File: src/rtl/spm_mesh_feeder_pkg.sv
// spm_types: shared state enum for the mesh feeder.
// Imported by the feeder top.
package spm_types;

    typedef enum logic [1:0] {
        sfd_idle,
        sfd_feed,
        sfd_drain,
        sfd_done
    } spm_feed_fsm_t;

endpackage

File: src/rtl/spm_mesh_feeder_if.sv
// Feeder bus: FIFO head/pop, packet launch, skewed mesh outputs.
// Lane i data sits at mesh_data MSB-first; mesh_valid[i] flags lane i.
interface spm_mesh_feeder_if #(
    parameter int SRAM_WORD_SIZE = 32,
    parameter int BANK_SIZE      = 512,
    parameter int LANE_WIDTH     = 8
);
    localparam int NUM_LANES = SRAM_WORD_SIZE / LANE_WIDTH;
    localparam int CW        = $clog2(BANK_SIZE);

    logic                            start;
    logic [CW-1:0]                   num_words;
    logic [SRAM_WORD_SIZE-1:0]       fifo_rdata;
    logic                            fifo_empty;
    logic                            dequeue;
    logic                            mesh_ready;
    logic [NUM_LANES*LANE_WIDTH-1:0] mesh_data;
    logic [NUM_LANES-1:0]            mesh_valid;
    logic                            feed_done;

    modport master (
        output start, num_words, fifo_rdata, fifo_empty, mesh_ready,
        input  dequeue, mesh_data, mesh_valid, feed_done
    );

    modport slave (
        input  start, num_words, fifo_rdata, fifo_empty, mesh_ready,
        output dequeue, mesh_data, mesh_valid, feed_done
    );

endinterface

File: src/rtl/spm_mesh_feeder_skew.sv
// spm_skew_line: enable-gated data+valid delay line.
// Output appears DEPTH+1 enabled edges after input.
module spm_skew_line #(
    parameter int WIDTH = 8,
    parameter int DEPTH = 0
) (
    input  logic             clk,
    input  logic             rst,
    input  logic             en,
    input  logic [WIDTH-1:0] din,
    input  logic             vin,
    output logic [WIDTH-1:0] dout,
    output logic             vout
);

    logic [WIDTH-1:0] d_q [DEPTH+1];
    logic [DEPTH:0]   v_q;

    // Shift operands one stage per enabled edge, hold otherwise.
    always_ff @(posedge clk) begin
        if (rst) begin
            for (int k = 0; k <= DEPTH; k++) d_q[k] <= '0;
            v_q <= '0;
        end else if (en) begin
            d_q[0] <= din;
            v_q[0] <= vin;
            for (int k = 1; k <= DEPTH; k++) begin
                d_q[k] <= d_q[k-1];
                v_q[k] <= v_q[k-1];
            end
        end
    end

    assign dout = d_q[DEPTH];
    assign vout = v_q[DEPTH];

endmodule

File: src/rtl/spm_mesh_feeder.sv
// spm_mesh_feeder: pops a packet from the mesh FIFO and feeds the mesh.
// Define SPM_FEEDER_SKEW_EN for diagonal lane skew plus drain phase.
module spm_mesh_feeder
    import spm_types::*;
#(
    parameter int SRAM_WORD_SIZE = 32,
    parameter int BANK_SIZE      = 512,
    parameter int LANE_WIDTH     = 8
) (
    input logic               clk,
    input logic               rst,
    spm_mesh_feeder_if.slave  bus
);

    localparam int NUM_LANES = SRAM_WORD_SIZE / LANE_WIDTH;
    localparam int CW        = $clog2(BANK_SIZE);
    localparam int MW        = NUM_LANES * LANE_WIDTH;
`ifdef SPM_FEEDER_SKEW_EN
    localparam int SKEW      = 1;
`else
    localparam int SKEW      = 0;
`endif
    localparam int DRAIN     = SKEW * (NUM_LANES - 1);
    localparam int DW        = (DRAIN > 1) ? $clog2(DRAIN) : 1;

    spm_feed_fsm_t state;
    logic [CW-1:0] count;
    logic [DW-1:0] drain_cnt;
    logic          deq;
    logic          adv;

    assign adv = bus.mesh_ready;
    assign deq = !rst && (state == sfd_feed) && !bus.fifo_empty
               && bus.mesh_ready && (count != '0);
    assign bus.dequeue = deq;

    // Packet sequencing: count words out, wait for skew to drain, pulse done.
    always_ff @(posedge clk) begin
        if (rst) begin
            state         <= sfd_idle;
            count         <= '0;
            drain_cnt     <= '0;
            bus.feed_done <= 1'b0;
        end else begin
            bus.feed_done <= (state == sfd_done);
            unique case (state)
                sfd_idle: begin
                    if (bus.start) begin
                        count     <= bus.num_words;
                        drain_cnt <= '0;
                        state     <= (bus.num_words == '0) ? sfd_done
                                                           : sfd_feed;
                    end
                end
                sfd_feed: begin
                    if (deq) begin
                        count <= count - 1'b1;
                        if (count == CW'(1))
                            state <= (DRAIN == 0) ? sfd_done : sfd_drain;
                    end
                end
                sfd_drain: begin
                    if (adv) begin
                        if (drain_cnt == DW'(DRAIN - 1))
                            state <= sfd_done;
                        else
                            drain_cnt <= drain_cnt + 1'b1;
                    end
                end
                sfd_done: state <= sfd_idle;
                default:  state <= sfd_idle;
            endcase
        end
    end

    for (genvar i = 0; i < NUM_LANES; i++) begin : g_lane
        logic [LANE_WIDTH-1:0] op;

        assign op = deq
            ? bus.fifo_rdata[SRAM_WORD_SIZE-1-i*LANE_WIDTH -: LANE_WIDTH]
            : '0;

        spm_skew_line #(
            .WIDTH (LANE_WIDTH),
            .DEPTH (SKEW * i)
        ) u_line (
            .clk  (clk),
            .rst  (rst),
            .en   (adv),
            .din  (op),
            .vin  (deq),
            .dout (bus.mesh_data[MW-1-i*LANE_WIDTH -: LANE_WIDTH]),
            .vout (bus.mesh_valid[i])
        );
    end

endmodule
File: src/flat_wrapper.sv
// flat-port wrapper written by rule: the top's interface ports become plain ports
module spm_mesh_feeder_flat import spm_types::*;
#(
    parameter int SRAM_WORD_SIZE = 32,
    parameter int BANK_SIZE      = 512,
    parameter int LANE_WIDTH     = 8
)
  (clk, rst, bus_start, bus_num_words, bus_fifo_rdata, bus_fifo_empty, bus_mesh_ready, bus_dequeue, bus_mesh_data, bus_mesh_valid, bus_feed_done);
  spm_mesh_feeder_if #(.SRAM_WORD_SIZE(SRAM_WORD_SIZE), .BANK_SIZE(BANK_SIZE), .LANE_WIDTH(LANE_WIDTH)) bus_i ();
  input logic clk;
  input logic rst;
  input wire logic [$bits(bus_i.start)-1:0] bus_start;
  input wire logic [$bits(bus_i.num_words)-1:0] bus_num_words;
  input wire logic [$bits(bus_i.fifo_rdata)-1:0] bus_fifo_rdata;
  input wire logic [$bits(bus_i.fifo_empty)-1:0] bus_fifo_empty;
  input wire logic [$bits(bus_i.mesh_ready)-1:0] bus_mesh_ready;
  output wire logic [$bits(bus_i.dequeue)-1:0] bus_dequeue;
  output wire logic [$bits(bus_i.mesh_data)-1:0] bus_mesh_data;
  output wire logic [$bits(bus_i.mesh_valid)-1:0] bus_mesh_valid;
  output wire logic [$bits(bus_i.feed_done)-1:0] bus_feed_done;
  assign bus_i.start = bus_start;
  assign bus_i.num_words = bus_num_words;
  assign bus_i.fifo_rdata = bus_fifo_rdata;
  assign bus_i.fifo_empty = bus_fifo_empty;
  assign bus_i.mesh_ready = bus_mesh_ready;
  assign bus_dequeue = bus_i.dequeue;
  assign bus_mesh_data = bus_i.mesh_data;
  assign bus_mesh_valid = bus_i.mesh_valid;
  assign bus_feed_done = bus_i.feed_done;
  spm_mesh_feeder #(.SRAM_WORD_SIZE(SRAM_WORD_SIZE), .BANK_SIZE(BANK_SIZE), .LANE_WIDTH(LANE_WIDTH)) u_core (.clk(clk), .rst(rst), .bus(bus_i));
endmodule
File: config.mk
export PLATFORM = sky130hd
export DESIGN_NAME = spm_mesh_feeder_flat
export DESIGN_NICKNAME = d
export VERILOG_FILES = /design/src/rtl/spm_mesh_feeder_pkg.sv /design/src/rtl/spm_mesh_feeder_if.sv /design/src/rtl/spm_mesh_feeder_skew.sv /design/src/rtl/spm_mesh_feeder.sv /design/src/flat_wrapper.sv
export SDC_FILE = /design/constraint.sdc
export NUM_CORES = 1
export LEC_CHECK = 0
export CORE_ASPECT_RATIO = 1.25
export CORE_MARGIN = 3
export CORE_UTILIZATION = 44
export DETAILED_ROUTE_END_ITERATION = 10
export PLACE_DENSITY = 0.85
export REMOVE_ABC_BUFFERS = 1
export SYNTH_ARGS = -nofsm -noshare
export SYNTH_HDL_FRONTEND = slang
export SYNTH_SLANG_ARGS = --single-unit
File: constraint.sdc
create_clock -name clk -period 2.25 [get_ports clk]
set_input_delay 0.3375 -clock clk [delete_from_list [all_inputs] [get_ports clk]]
set_output_delay 0.3375 -clock clk [all_outputs]
set_load 0.005 [all_outputs]
* Yosys cells after proc, flatten, opt, wreduce, memory -nomap -nowiden
Memories as Yosys holds them, arrays and structs flattened.
Index checks and enable logic that the tools add are counted.
** Word-level totals
- Register bits :: 14
- RAM bits :: 32
- Output and inout bits :: 38
- Memories kept :: 4
** Memory list
- u_core.g_lane[0].u_line.d_q :: words 1, bits a word 8, rd ports 1, clocked after memory_dff 0, write ports 1, RTL line spm_mesh_feeder_skew.sv:16 : logic [WIDTH-1:0] d_q [DEPTH+1];
- u_core.g_lane[1].u_line.d_q :: words 1, bits a word 8, rd ports 1, clocked after memory_dff 0, write ports 1, RTL line spm_mesh_feeder_skew.sv:16
- u_core.g_lane[2].u_line.d_q :: words 1, bits a word 8, rd ports 1, clocked after memory_dff 0, write ports 1, RTL line spm_mesh_feeder_skew.sv:16
- u_core.g_lane[3].u_line.d_q :: words 1, bits a word 8, rd ports 1, clocked after memory_dff 0, write ports 1, RTL line spm_mesh_feeder_skew.sv:16
** Operators by class
- Add/subtract/negate cells :: 2
- Equality and inequality tests :: 9
- Mux-type cells :: 31
- Reductions and logical operators :: 18
** Operators with widths (number)
- 2-to-1 mux 8 bit :: 8
- OR reduction 8 bit :: 4
- 2-to-1 mux 9 bit :: 2
- one-hot mux 9 bit (2 select lines) :: 1
- 2-to-1 mux 1 bit :: 12
- 2-to-1 mux 2 bit :: 6
- == test 9 x 1 -> 1 bit, second input constant :: 1
- logical NOT 9 bit :: 1
- nonzero test 9 bit :: 1
- subtractor 9 x 1 -> 9 bit, second input constant :: 1
- one-hot mux 2 bit (4 select lines) :: 1
- inequality test 2 bit, second input constant :: 3
- AND reduction 3 bit :: 2
- AND reduction 5 bit :: 1
- == test 2 bit, second input constant :: 2
- logical AND 1 bit :: 4
- inequality test 2 x 1 -> 1 bit, second input constant :: 2
- nonzero test 2 bit :: 2
- == test 2 x 1 -> 1 bit, second input constant :: 1
- logical NOT 1 bit :: 2
- logical NOT 2 bit :: 1
- one-hot mux 1 bit (2 select lines) :: 1
- adder 1 bit, second input constant :: 1

* Logic depth before layout (Yosys ltp)
Gate-level depths: netlist (run 1).
- Word-level depth :: 7
- Depth in mapped cells :: 8

* Cells and area by module
Synthesis (run 1) repeated with hierarchy kept, for this count alone.
** Second synthesis, totals
- Cells, all modules :: 240
- Area, all modules :: 2590.0 µm²
** By module, submodules not included
- spm_skew_line :: instances 4, cells each 21, area each 344.1 µm², seq. area each 260.2 µm²
- spm_mesh_feeder :: instances 1, cells each 156, area each 1213.7 µm², seq. area each 260.2 µm²

* Worst setup path before layout (run 1)
No wires, ideal clock.
- Path type :: register -> register
- Start :: register u_core.state[1]
- End :: register u_core.count[3]
- Data arrival time :: 1.625 ns
- Data required time :: 2.116 ns
- Setup slack :: 0.491 ns
- Stages on the path, launching flop included :: 9
- Path buffers :: 2
- Period minus slack after synthesis :: 1.759 ns
- Path through :: dfxtp_1 inv_1 ha_1 buf_2 inv_1 clkbuf_1 nor2_1 o311ai_0 o31ai_1
** Between the ends
- Word-level cells in the longest chain between the ends :: 7
- Elaborated cells on any way between the ends :: 11
- Classes of those cells :: 3 x eq/ne; 1 x mux; 7 x reduce/logical
** Ends and longest elaborated chain
- start, declared :: RTL line spm_mesh_feeder.sv:26 : spm_feed_fsm_t state;
- start signal, assigned :: RTL line spm_mesh_feeder.sv:40 : state <= sfd_idle;
- start signal, assigned :: RTL line spm_mesh_feeder.sv:51 : state <= (bus.num_words == '0) ? sfd_done
- start signal, assigned :: RTL line spm_mesh_feeder.sv:59 : state <= (DRAIN == 0) ? sfd_done : sfd_drain;
- == test 2 x 1 -> 1 bit :: RTL line spm_mesh_feeder.sv:33, spm_mesh_feeder.sv:46
- logical AND 1 bit (2 in a row) :: RTL line spm_mesh_feeder.sv:33 : assign deq = !rst && (state == sfd_feed) && !bus.fifo_empty
- logical AND 1 bit (2 in a row) :: RTL line spm_mesh_feeder.sv:34 : && bus.mesh_ready && (count != '0);
- inequality test 2 x 1 -> 1 bit (no line)
- AND reduction 3 bit (no line)
- end signal, assigned :: RTL line spm_mesh_feeder.sv:49 : count <= bus.num_words;
- end signal, assigned :: RTL line spm_mesh_feeder.sv:57 : count <= count - 1'b1;
- end, declared :: RTL line spm_mesh_feeder.sv:27 : logic [CW-1:0] count;
Parallel ways exist; a longest one is shown, timed or not.
A chain may end at the register's enable or synchronous reset.

* Worst setup path in the final report (run 1)
- Start :: register u_core.state[1]
- End :: register u_core.count[7]
Same word-level chain as after synthesis.

==> qor.csv, run 1 <==
stage,metric,value,unit
place,post-dp-hpwl,3.87,mm
synth,yosys.area_share.adder,0.0457,
worst_setup_path,r2r_slack,190,ps
synth,synth_compound_area_frac,0.123,
clock_network,clk_pin_slew_worst_paths,80,ps
floorplan,die_w,69.1,um
place,place.gp.congestion,0.888,
synth,synthDistinctLibCells,41,
routing,ant_nets,0,
worst_setup_path,rr_startpoint,u_core.state[1],
place,post-place-ws,22.6,ps
synth,avgSynthCellArea,11.7,um^2
global_route,grt_pass1_wl,8.21,mm
sta,final-max-slew-violation-count,0,
worst_setup_path,start_kind,flop,
final_layout,final_cell_mix,"82 x clkdlybuf4s50_1, 32 x and2_1, 32 x edfxtp_1",
sta,tns,0,ps
sta,fmax,0.485,GHz
final_layout,drive_above_1_share,0.0691,
sta,holdWs,525,ps
floorplan,die_h,84.9,um
synth,synth_edf_count,32,
pwr,switching_power,0.976,mW
sta,worst_slew_pin_slew,416,ps
routing,vias_per_cell,5.25,
worst_setup_path,path_delay_family,simple AND/OR/NAND/NOR gates,
worst_setup_path,critPathCaptureType,flop,
clock_network,ctsResizeCount,1,
synth,synth_simple_gate_area_frac,0.210,
worst_setup_path,worstPathRequired,2410,ps
place,placed_area,3110,um^2
worst_setup_path,crit_slowest_cell,dfxtp_1,
job,cap_violations,0,
place,dp_cells,327,
place,io_buffers,83,
floorplan,ios,84,
worst_setup_path,reg2reg_depth,7,
final_layout,final_common_cell,clkdlybuf4s50_1,
pwr,power_density,880,nW/um^2
clock_network,cts_sinks,46,
worst_hold_path,min_to,u_core.count[6],
worst_hold_path,hp-start,u_core.count[6],
sta,rsz0062_at_grt,no,
floorplan,die_area,5870,um^2
synth,syn_area,2190,um^2
worst_hold_path,holdCritPathClass,reg -> reg,
pwr,peakVddDrop,578,uV
synth,yosysWarningCount,0,
sta,fin_ws,190,ps
routing,via_count,1758,
sta,slew_headroom,0.722,
global_route,antenna_found_initial,0,
final_layout,utilization,0.670,
sta,setup_viol,0,
clock_network,htree_levels,2,
clock_network,cts_tree,built,
clock_network,cts_setup_buffers,0,
synth,synthFlopType,edfxtp_1,
worst_setup_path,worstPathCellList,inv_1 > ha_1 > buf_4 > nand2b_1 > and4_1 > o311ai_0 > o31ai_1,
outcome,status,"finished, final reports clean",
floorplan,rows,28,
routing,drc_errors,0,
clock_network,cts_root_buf,clkbuf_8,
pwr,p_total,2.81,mW
pwr,p_comb_frac,0.428,
floorplan,initial_utilization,0.460,
synth,synth_top_family_by_area,simple AND/OR/NAND/NOR gates,
clock_network,clock_latency,290,ps
clock_network,hold_buffers,0,
final_layout,stdcell_count,335,
global_route,gr-total-overflow,0,
global_route,grt_pass1_vias,1727,
sta,fin_skew,8.30,ps
pwr,p_clk_frac,0.168,
worst_setup_path,worstSetupPathType,reg -> reg,
routing,drt_iter0_markers,133,
clock_network,cts_buffer_depth,2,
sta,final.period_utilization,0.916,
routing,wirelength,5.07,mm
routing,wl_per_cell,15.1,um
floorplan,fp.coreArea,4760,um^2
sta,min_period,2060,ps
worst_setup_path,slowest_delay,420,ps
worst_setup_path,worst-path-buf-inv,2,
final_layout,design_area,3190,um^2
synth,synth_top_area_share,0.438,
synth,yosysSeqAreaShare,0.566,
global_route,track_usage,0.175,
synth,yosysTopAreaCell,edfxtp_1,
global_route,grt_max_degree,34,
synth,synth_cells,188,
final_layout,finalNetCount,328,
pwr,seq_power_share,0.404,
pwr,internal-power,1.83,mW
worst_hold_path,holdPathStages,2,
synth,synthXorXnorAreaFrac,0,
synth,synth.ff_latch_count,46,
routing,first_pass_iters,4,
synth,synth.area.mux_share,0.0143,
final_layout,diodes,0,
pwr,swShare,0.347,
synth,ys_async_sr_fraction,0,
worst_setup_path,crit_fanout,11,
clock_network,cts_buffers,5,
final_layout,area_growth,45.6,%
worst_setup_path,rr_endpoint,u_core.count[7],
worst_setup_path,crit_arrival,2220,ps
synth,synthTopCellsByArea,"edfxtp_1 44%, dfxtp_1 13%, and2_1 9.1%",
pwr,leakage,1.24,nW
sta,finalHoldViolations,0,
## power groups by stage
stage               clock network [mW]  registers, mW  logic (mW)
finish                           0.471           1.13        1.20
global route                     0.534           1.15        1.30
CTS                              0.494           1.13        1.19
detailed placement                   0           1.15        1.18
global placement                     0           1.15        1.16
floorplan                            0           1.15       0.696
## cells by family (layout without fill, tap and decap cells)
logic type | Yosys count | count (layout)
AND/OR/NAND/NOR | 76 | 76
multiplexers | 3 | 3
flip-flops | 46 | 46
adder cells (fa/ha/maj) | 8 | 8
buffers and inverters | 19 | 106
AO/OA/AOI/OAI | 36 | 36
## tightest hold or removal path: cells and delay by family, from the launching register on
kind | cells | cell delay, ps
DFF | 1 | 350
AOI/OAI and AO/OA | 2 | 130
## worst max-delay path by stage
stage / slack [ps] / start / cells past startpoint / end
2_1_floorplan: -10 / u_core.state[1] / 5 / u_core.g_lane[0].u_line.d_q[0][0]
3_3_place_gp: 20 / bus_mesh_ready / 4 / bus_dequeue
3_5_place_dp: 20 / bus_mesh_ready / 4 / bus_dequeue
4_1_cts: 200 / u_core.state[1] / 5 / bus_dequeue
5_1_grt: 60 / u_core.state[1] / 7 / u_core.count[8]
6_report: 190 / u_core.state[1] / 7 / u_core.count[7]
## area by class of cell
class	instances	area, um^2
Fill cell	390	1570
Sequential cell	46	1240
Timing Repair Buffer	90	895
Multi-Input combinational cell	123	868
Tap cell	60	75.1
Clock buffer	6	72.6
Inverter	8	30.0
Clock inverter	2	10.0
## layer usage
metal,wire [um],GRT usage,share of wire
met5,0,0,0
met4,56,0.0533,0.011
met3,352,0.0379,0.069
met2,2550,0.304,0.50
met1,2110,0.218,0.42
## sequential cells by signal, summed over array words and instances (netlist names)
register                   count
u_core.bus.feed_done           1
u_core.count                   9
u_core.drain_cnt               1
u_core.g_lane.u_line.d_q      32
u_core.g_lane.u_line.vout      1
u_core.state                   2
## synth_stat cells, types with 2 or more instances
cell / instances
a211oi_1: 2
a21o_1: 3
a21oi_1: 8
a2bb2oi_1: 2
a31oi_1: 3
and2_1: 32
and4_1: 3
buf_4: 4
clkbuf_1: 5
dfxtp_1: 14
edfxtp_1: 32
ha_1: 8
inv_1: 8
mux2i_1: 2
nand2_1: 10
nor2_1: 11
nor2b_1: 6
nor3_1: 4
o311ai_0: 4
o31ai_1: 5
o32ai_1: 2
No activity file was read; power rests on OpenSTA's default activity.
==> run 2, diff against run 1 <==
- HOLD_SLACK_MARGIN: default -> 0.03
==> results of run 2 <==
No change in the layout: final DEF, timing and power equal those of run 1.
